## src/rtl/alarm_beeper.sv

```systemverilog
`default_nettype none
// ============================================================================
// Module   : alarm_beeper
// Brief    : Turns the synchronised 'alarming' level into a patterned piezo
//            tone: BEEPS beeps separated by gaps, then a longer pause, repeat.
//            Also drives a beep LED and the current beep index.
// Revision : 1.0  initial release
// ============================================================================
module alarm_beeper #(
   parameter int CLK_HZ   = 100_000_000,
   parameter int TONE_HZ  = 2000,
   parameter int BEEP_MS  = 200,
   parameter int GAP_MS   = 200,
   parameter int PAUSE_MS = 800,
   parameter int BEEPS    = 4
) (
   input  logic       clk,
   input  logic       rst_n,
   input  logic       alarming,
   input  logic       mute,
   output logic       buzzer,
   output logic       beeping,
   output logic [2:0] beep_idx
);

   localparam int c_HALF   = CLK_HZ / (2 * TONE_HZ);
   localparam int c_MS     = CLK_HZ / 1000;
   localparam int c_MAX_MS = (BEEP_MS > GAP_MS)
                           ? ((BEEP_MS > PAUSE_MS) ? BEEP_MS : PAUSE_MS)
                           : ((GAP_MS  > PAUSE_MS) ? GAP_MS  : PAUSE_MS);
   localparam int c_PW     = $clog2(c_MS) + 1;
   localparam int c_TW     = $clog2(c_MAX_MS) + 1;
   localparam int c_HW     = $clog2(c_HALF) + 1;

   localparam logic [c_PW-1:0] c_MS_LAST    = c_PW'(c_MS - 1);
   localparam logic [c_HW-1:0] c_HALF_LAST  = c_HW'(c_HALF - 1);
   localparam logic [c_TW-1:0] c_BEEP_LAST  = c_TW'(BEEP_MS - 1);
   localparam logic [c_TW-1:0] c_GAP_LAST   = c_TW'(GAP_MS - 1);
   localparam logic [c_TW-1:0] c_PAUSE_LAST = c_TW'(PAUSE_MS - 1);
   localparam logic [2:0]      c_BEEPS      = 3'(BEEPS);

   typedef enum logic [1:0] {
      S_IDLE  = 2'd0,
      S_BEEP  = 2'd1,
      S_GAP   = 2'd2,
      S_PAUSE = 2'd3
   } state_t;

   state_t            r_state;
   state_t            w_next;
   logic [2:0]        w_idx_next;
   logic              w_enter;
   logic              w_tick;
   logic              r_sync1;
   logic              r_req;
   logic [c_PW-1:0]   r_pre;
   logic [c_TW-1:0]   r_timer;
   logic [c_HW-1:0]   r_tone;
   logic              r_raw;

   assign w_tick  = (r_pre == c_MS_LAST);
   assign w_enter = (w_next != r_state);

   // Two-flop synchroniser bringing the alarm level into the clk domain
   always_ff @(posedge clk or negedge rst_n) begin
      if (!rst_n) begin
         r_sync1 <= 1'b0;
         r_req   <= 1'b0;
      end else begin
         r_sync1 <= alarming;
         r_req   <= r_sync1;
      end
   end

   // Next-state and beep index; a dropped request overrides any timer expiry
   always_comb begin
      w_next     = r_state;
      w_idx_next = beep_idx;
      if (!r_req) begin
         w_next     = S_IDLE;
         w_idx_next = 3'd0;
      end else begin
         case (r_state)
            S_IDLE: begin
               w_next     = S_BEEP;
               w_idx_next = 3'd1;
            end
            S_BEEP: begin
               if (w_tick && (r_timer == c_BEEP_LAST))
                  w_next = (beep_idx < c_BEEPS) ? S_GAP : S_PAUSE;
            end
            S_GAP: begin
               if (w_tick && (r_timer == c_GAP_LAST)) begin
                  w_next     = S_BEEP;
                  w_idx_next = beep_idx + 3'd1;
               end
            end
            S_PAUSE: begin
               if (w_tick && (r_timer == c_PAUSE_LAST)) begin
                  w_next     = S_BEEP;
                  w_idx_next = 3'd1;
               end
            end
            default: begin
               w_next     = S_IDLE;
               w_idx_next = 3'd0;
            end
         endcase
      end
   end

   // State register; LED and index update on the same edge as the state
   always_ff @(posedge clk or negedge rst_n) begin
      if (!rst_n) begin
         r_state  <= S_IDLE;
         beeping  <= 1'b0;
         beep_idx <= 3'd0;
      end else begin
         r_state  <= w_next;
         beeping  <= (w_next == S_BEEP);
         beep_idx <= w_idx_next;
      end
   end

   // Millisecond prescaler and state timer, restarted on every state entry
   always_ff @(posedge clk or negedge rst_n) begin
      if (!rst_n) begin
         r_pre   <= '0;
         r_timer <= '0;
      end else if (w_enter || (r_state == S_IDLE)) begin
         r_pre   <= '0;
         r_timer <= '0;
      end else begin
         r_pre   <= w_tick ? '0 : (r_pre + c_PW'(1));
         r_timer <= w_tick ? (r_timer + c_TW'(1)) : r_timer;
      end
   end

   // Tone generator: fresh low phase at each BEEP entry, silent elsewhere
   always_ff @(posedge clk or negedge rst_n) begin
      if (!rst_n) begin
         r_tone <= '0;
         r_raw  <= 1'b0;
      end else if ((w_next != S_BEEP) || (r_state != S_BEEP)) begin
         r_tone <= '0;
         r_raw  <= 1'b0;
      end else if (r_tone == c_HALF_LAST) begin
         r_tone <= '0;
         r_raw  <= ~r_raw;
      end else begin
         r_tone <= r_tone + c_HW'(1);
      end
   end

   // Registered, mutable buzzer drive
   always_ff @(posedge clk or negedge rst_n) begin
      if (!rst_n) buzzer <= 1'b0;
      else        buzzer <= r_raw & ~mute;
   end

endmodule
`default_nettype wire

```

## config.mk

```make
export PLATFORM = sky130hd
export DESIGN_NAME = alarm_beeper
export DESIGN_NICKNAME = d
export VERILOG_FILES = /design/src/rtl/alarm_beeper.sv
export SDC_FILE = /design/constraint.sdc
export NUM_CORES = 1
export LEC_CHECK = 0
export ABC_AREA = 1
export ABC_CLOCK_PERIOD_IN_PS = 2600
export BUFFER_PORTS_ARGS = -buffer_cell sky130_fd_sc_hd__clkbuf_2
export CAP_MARGIN = 20
export CORE_UTILIZATION = 42
export CTS_CLUSTER_DIAMETER = 200
export CTS_CLUSTER_SIZE = 8
export DETAILED_ROUTE_END_ITERATION = 10
export RECOVER_POWER = 25
export SLEW_MARGIN = 0
export SYNTH_ARGS = -nofsm -noshare
export SYNTH_HDL_FRONTEND = slang
export SYNTH_SLANG_ARGS = --single-unit
```

## constraint.sdc

```tcl
create_clock -name clk -period 2.6 [get_ports clk]
set_input_delay 0.13 -clock clk [delete_from_list [all_inputs] [get_ports clk]]
set_output_delay 0.13 -clock clk [all_outputs]
set_load 0.01 [all_outputs]
```

==> results of run 1 <==
[metrics by stage]
stage | std cells | area (sq um) | hold slack (ps) | power [uW] | setup WS, ps
final | 519 | 3420 | 360 | 1420 | 524
after global routing | 519 | 3420 | 375 | 1490 | 270
after CTS | 519 | 3430 | 364 | 1450 | 499
after detailed placement | 508 | 3300 | 222 | 954 | 521
after global placement | 508 | 3300 | 225 | 952 | 553
after floorplan | 402 | 3150 | -166 | 922 | 684
[placed cells by master (no fill, tap or decap), types with 5 or more instances in the layout]
cell type / netlist / layout
nand4_1: 16 / 16
nand3_1: 28 / 28
inv_1: 53 / 53
nand2_1: 78 / 78
o21ai_0: 6 / 6
xor2_1: 22 / 22
dfrtp_1: 55 / 55
nor3_1: 11 / 11
xnor2_1: 7 / 7
nor2_1: 80 / 80
clkbuf_8: 0 / 5
nor4_1: 7 / 7
nor2_4: 11 / 11
clkbuf_2: 0 / 5
[worst max-delay path: stages (launching register included)]
cell     delay, ps
dfrtp_1        400
ha_1           190
nand3_1        160
inv_1          120
nand2_1         90
nor2_4         120
nand3_4        100
a21oi_2        170
nand2_2         90
nand2_1         60
nand2_1         40
nand2_1        100
buf_12         240
nor2_1          70
[kinds of logic after synthesis]
group                    synth area share [%]
AO/OA/AOI/OAI                            2.86
XOR/XNOR                                 8.07
adder cells (fa/ha/maj)                  1.59
buffers and inverters                    8.00
flip-flops                               43.8
AND/OR/NAND/NOR                          35.7
[power breakdown]
part / internal [uW] / switching [uW]
sequential: 862 / 6.49
combinational: 19.2 / 49.0
clock: 193 / 292
[per-layer routing]
| layer | vias to the layer above | share of wire (%) | global-route usage [%] |
|---|---|---|---|
| met3 | 4 | 2.3 | 3.08 |
| li1 | 1300 | - | - |
| met5 | - | 0 | 0 |
| met2 | 23 | 47 | 27.6 |
| met4 | 0 | 0.59 | 3.96 |
| met1 | 1126 | 50 | 22.5 |
[area by class of cell]
class / count / area [sq um] / share of cell area [%]
Clock buffer: 5 / 68.8 / 2.01
Clock inverter: 3 / 23.8 / 0.695
Inverter: 56 / 210 / 6.14
Multi-Input combinational cell: 287 / 1520 / 44.4
Sequential cell: 55 / 1380 / 40.2
Tap cell: 99 / 124 / 3.62
Timing Repair Buffer: 14 / 101 / 2.96
[flip-flops by register name, indices dropped and copies added (netlist names)]
signal    flops
r_pre        18
beeping       1
r_raw         1
r_state       2
buzzer        1
r_sync1       1
r_req         1
beep_idx      3
r_timer      11
r_tone       16
[worst paths after layout]
kind                              endpoint  depth (start not counted)  slack [ps]
worst max register to register  r_timer[5]                         13         520
worst min register to register       r_req                          0         360
worst max-delay path            r_timer[5]                         13         520
max in group asynchronous        r_tone[9]                          3         940
min in group asynchronous         r_pre[5]                          2         710
worst min-delay path                 r_req                          0         360
==> metrics.md, run 1 <==
| Metric | Value |
|---|---|
| CTS Hold Bufs | 3 |
| Maximum buffer depth of the clock tree | 2 |
| Data arrival, critical path | 2270 ps |
| Number of global-route vias before repair | 2304 |
| Routed wire length | 5770 um |
| Post-Synthesis Cell Area | 3150 sq um |
| Post-synth EDFFs | 0 |
| Dpl hpwl | 4350 um |
| Max transition margin | -0.455% |
| Final net count | 427 |
| Root buf cell | clkbuf_8 |
| First-pass GRT wire length | 10200 um |
| Total gr overflow | 0 |
| N_diodes | 0 |
| Crit-path max FO | 29 |
| Die ar. | 7840 sq um |
| H-tree depth | 2 |
| Top-count cell post-synth | nor2_1 |
| Gate Count Post-Synth | 402 |
| Type of the worst min-delay path | reg -> reg |
| Max-cap check violation count | 1 |
| Critical path class | reg -> reg |
| Clock skew | 11.5 ps |
| Synth top area cells | dfrtp_1 44%, nor2_1 9.5%, nand2_1 9.3%, inv_1 6.3%, xor2_1 6.1% |
| Yosys warning count | 0 |
| Synthesis-stage register bit count | 55 |
| Vias post-DR | 2453 |
| Top-area cell type share of the netlist area | 43.8% |
| TritonCTS clock tree | yes |
| DRT Pass-1 Iters | 4 |
| Post-synth ARST share | 100% |
| Leakage | 0.00143 uW |
| Syn Nets | 410 |
| Wire length per cell | 11.1 um |
| Clk_lat worst skew | 310 ps |
| Syn Area/Cell | 7.82 sq um |
| Crit. Startpoint | r_pre[0] |
| Primary FF master, synth | dfrtp_1 |
| Final ANT Viol Nets | 0 |
| Die Span X | 88.5 um |
| Netlist cell types | 28 |
| Initial drt markers | 159 |
| Peak VDD IR | 287 uV |
| Fmax | 0.482 GHz |
| Final setup viols | 0 |
| Hold_sp | r_sync1 |
| Worst R2R Start | r_pre[0] |
| Vias per inst | 4.73 |
| Pwr/cell area | 416 nW/um^2 |
| Top cells by count, synth | 80 x nor2_1, 78 x nand2_1, 55 x dfrtp_1 |
| Clock transition at path regs | 100 ps |
| Crit path capture type | flip-flop |
| Fin crit share | 79.8% |
| CP startpoint kind | flip-flop |
| # IOs | 9 |
| RSZ-0062 raised after global routing | no |
| Die H | 88.5 um |
| Area leader, netlist | dfrtp_1 |
| Failing checks | max-capacitance violations, max-slew violations |
| Resized cells post-CTS | 0 |
| Total Routing Usage GR | 16.6% |
| TritonCTS Buffers | 5 |
| Initial Util | 43.4% |
| Register area share after synthesis | 43.8% |
| FP Rows | 31 |
| Setup bufs post-CTS | 0 |
| Initial antenna violation count | 0 |
| WP data required | 2800 ps |
| CTS sink cnt | 55 |
| Layout cells sized above 1 | 8.81% |
| Residual DRC count | 0 |
| IO Port Bufs | 8 |
| Worst-margin pin slew | 1510 ps |
| GP Congestion | 0.837 |
| Status | finished with violations |
| TNS Setup | 0 ps |
| Final Core Density | 47.2% |
| Pin count of the biggest net entering global routing | 30 |
| Fillers | 737 |
| Core ar. | 7250 sq um |
| Slew Viols, Final | 27 |
| Fin. Hold Viols | 0 |
| Area growth from synthesis to layout | 8.79% |
| Crit path time final | 2080 ps |
(Power assumes the default switching activity.)
==> run 2: changes to the inputs <==
--- a/config.mk
+++ b/config.mk
@@ -5,8 +5,8 @@
 export SDC_FILE = /design/constraint.sdc
 export NUM_CORES = 1
 export LEC_CHECK = 0
-export ABC_AREA = 1
-export ABC_CLOCK_PERIOD_IN_PS = 2600
+export ABC_AREA = 0
+export ABC_CLOCK_PERIOD_IN_PS = 1900
 export BUFFER_PORTS_ARGS = -buffer_cell sky130_fd_sc_hd__clkbuf_2
 export CAP_MARGIN = 20
 export CORE_UTILIZATION = 42
==> constraint.sdc (replaced) <==
create_clock -name clk -period 1.9 [get_ports clk]
set_input_delay 0.095 -clock clk [delete_from_list [all_inputs] [get_ports clk]]
set_output_delay 0.095 -clock clk [all_outputs]
set_load 0.01 [all_outputs]
==> metrics.md, run 2 <==
| Metric | Value |
|---|---|
| WP data required | 2110 ps (-690 ps) |
| Status | finished with violations |
| CP peak stage delay | 610 ps (+210 ps) |
| Clock skew | 9.14 ps (-2.41 ps) |
| # IOs | 9 (unchanged) |
| Primary FF master, synth | dfrtp_1 |
| CP startpoint kind | flip-flop |
| Die ar. | 6920 sq um (-12%) |
| Total power | 2220 uW (+56%) |
| CTS sink cnt | 55 (unchanged) |
| Slew Viols, Final | 0 (-100%) |
| Die Span X | 83.2 um (-6.1%) |
| TNS Setup | -7630 ps (-7630 ps) |
| Post-synth ARST share | 100% (unchanged) |
| Syn Nets | 291 (-29%) |
| CP bufs+invs | 1 (-1) |
| Pwr/cell area | 618 nW/um^2 (+49%) |
| Number of flip-flops in the largest register | 18 (unchanged) |
| Register area share after synthesis | 49.8% (+6.0 points) |
| Peak VDD IR | 444 uV (+55%) |
| Residual DRC count | 0 (unchanged) |
| Final setup viols | 52 (+52) |
| Fin crit share | 110% (+30 points) |
| Initial drt markers | 92 (-42%) |
| Critical path cell sequence | ha_2 -> nand4_1 -> or4_4 -> buf_4 -> o31ai_4 -> o21ai_0 -> a32o_1 |
| Commonest cells after routing, fill and taps aside | 55 x dfrtp_1, 52 x nor2_1, 48 x buf_4 |
| Wire length per cell | 13.9 um (+25%) |
| Top cells by count, synth | 56 x nor2_1, 55 x dfrtp_1, 29 x xnor2_1 |
| Initial antenna violation count | 0 (unchanged) |
| Vias per inst | 5.09 (+7.6%) |
| Layout cells sized above 1 | 27.4% (+19 points) |
| Top-count cell post-synth | nor2_1 |
| Most common library cell in the layout ignoring fill and taps | dfrtp_1 |
| Post-Synthesis Cell Area | 2770 sq um (-12%) |
| TritonCTS clock tree | yes |
| Crit path time final | 2090 ps (+18.7 ps) |
| Netlist cell types | 41 (+46%) |
| Top flop regs | r_pre (18), r_tone (16), r_timer (11) |
| First-pass GRT wire length | 9920 um (-3.0%) |
| Routed wire length | 5880 um (+1.9%) |
| Worst setup margin | -194 ps (-719 ps) |
| H-tree depth | 2 (unchanged) |
| Dpl hpwl | 4080 um (-6.2%) |
| TritonCTS Buffers | 5 (unchanged) |
| Vias post-DR | 2157 (-12%) |
| Top-area cell type share of the netlist area | 49.8% (+6.0 points) |
| Total gr overflow | 0 (unchanged) |
| Syn Area/Cell | 9.78 sq um (+25%) |
| FP Rows | 29 (-6.5%) |
| Post-synth EDFFs | 0 (unchanged) |
| Failing checks | negative setup slack |
| Area growth from synthesis to layout | 29.9% |
| Cell area after layout | 3590 sq um (+5.0%) |
| Gate Count Post-Synth | 283 (-30%) |
| Worst-margin pin slew | 1170 ps (-334 ps) |
| Max transition margin | 21.8% (+22 points) |
| Number of global-route vias before repair | 2115 (-8.2%) |
| Area leader, netlist | dfrtp_1 |
| Final hold slack | 396 ps (+35.6 ps) |
| Critical path class | reg -> reg |
| Core ar. | 6350 sq um (-12%) |
| Final net count | 354 (-17%) |
| Type of the worst min-delay path | reg -> reg |
| DRT Pass-1 Iters | 4 (unchanged) |
| Clock transition at path regs | 100 ps (about the same) |
| Data arrival, critical path | 2310 ps (+40 ps) |
| Cell family with most CP delay | simple AND/OR/NAND/NOR gates |
| Most flop-heavy register | r_pre |
| GP Congestion | 0.842 (+0.71%) |
| Crit path capture type | flip-flop |
| Clk_lat worst skew | 310 ps (about the same) |
| Synth top area cells | dfrtp_1 50%, xnor2_1 9.2%, nor2_1 7.6%, xor2_1 4.1%, nand3_1 2.9% |
| Leakage | 0.00150 uW (+4.8%) |
| Maximum buffer depth of the clock tree | 2 (unchanged) |
| RSZ-0062 raised after global routing | yes |
| Yosys warning count | 0 (unchanged) |
| Fin. Hold Viols | 0 (unchanged) |
| Placed instance area | 3270 sq um (-1.0%) |
| Pin count of the biggest net entering global routing | 36 (+20%) |
| N_diodes | 0 (unchanged) |
| Crit-path max FO | 4 (-86%) |
| Max-cap check violation count | 0 (-1) |
| Root buf cell | clkbuf_8 |
| Highest-delay cell along the critical path | or4_4 |
| Synthesis-stage register bit count | 55 (unchanged) |
| Fmax | 0.478 GHz (-0.89%) |
| Die H | 83.2 um (-6.1%) |
| Total Routing Usage GR | 17.7% (+1.2 points) |
| IO Port Bufs | 8 (unchanged) |
| Final ANT Viol Nets | 0 (unchanged) |
| Initial Util | 43.6% (+0.20 points) |
run 2: worst register-to-register path: cells and delay by family, from the launching register on:
family	cells	cell delay (ps)
flip-flops	1	380
AND/OR/NAND/NOR	2	720
AO/OA/AOI/OAI	3	550
adder cells (fa/ha/maj)	1	190
buffers and inverters	1	170
run 2: metrics by stage:
step,cells,utilization [%],setup WS (ps)
global placement,408,51.5,-182
floorplan,283,-,-199
CTS,420,54.8,-168
detailed placement,408,51.5,-176
global route,424,56.6,-273
finish,424,56.6,-194
run 2: final cells by class:
type	instances	area [sq um]
Fill cell	554	2760
Multi-Input combinational cell	207	1400
Sequential cell	55	1380
Timing Repair Buffer	66	542
Tap cell	77	96.3
Clock buffer	5	68.8
Clock inverter	3	67.6
Inverter	11	41.3
run 2: timing repair:
action                                 in CTS  in global routing
hold buffers                                3                  0
setup endpoints to repair                  52                 52
cloned                                      0                  2
gates resized for setup                     7                 17
setup buffers                               1                  3
pin swaps                                   1                  9
endpoints found under the hold margin      22                  0
run 2: report_power, final:
part / switching [uW] / internal, uW
clock network: 403 / 526
registers: 8.91 / 1180
logic: 59.6 / 42.4
total: 471 / 1750
run 2: final timing paths:
path                       depth (start not counted)     endpoint  slack, ps  startpoint
max reg2reg                                        7  beep_idx[1]       -190    r_pre[0]
min in group asynchronous                          2    r_tone[8]        530       rst_n
max                                                7  beep_idx[1]       -190    r_pre[0]
max in group asynchronous                          3   r_timer[6]        610       rst_n
min reg2reg                                        0        r_req        400     r_sync1
min                                                0        r_req        400     r_sync1
run 2: routing by layer:
layer | global-route usage [%] | wire length, um
met5 | 0 | 0
met2 | 27.0 | 2660
met1 | 25.8 | 2960
met4 | 5.64 | 89
met3 | 2.98 | 174
run 2: cells by family (layout without fill, tap and decap cells):
group / after synthesis / after routing / synth area share [%]
adders and majority gates: 4 / 4 / 1.81
muxes: 1 / 1 / 0.362
AOI/OAI and AO/OA: 15 / 15 / 3.89
and+or+nand+nor: 145 / 145 / 26.9
buffers and inverters: 21 / 85 / 3.98
xor gates and xnor gates: 42 / 42 / 13.3
DFF: 55 / 55 / 49.8
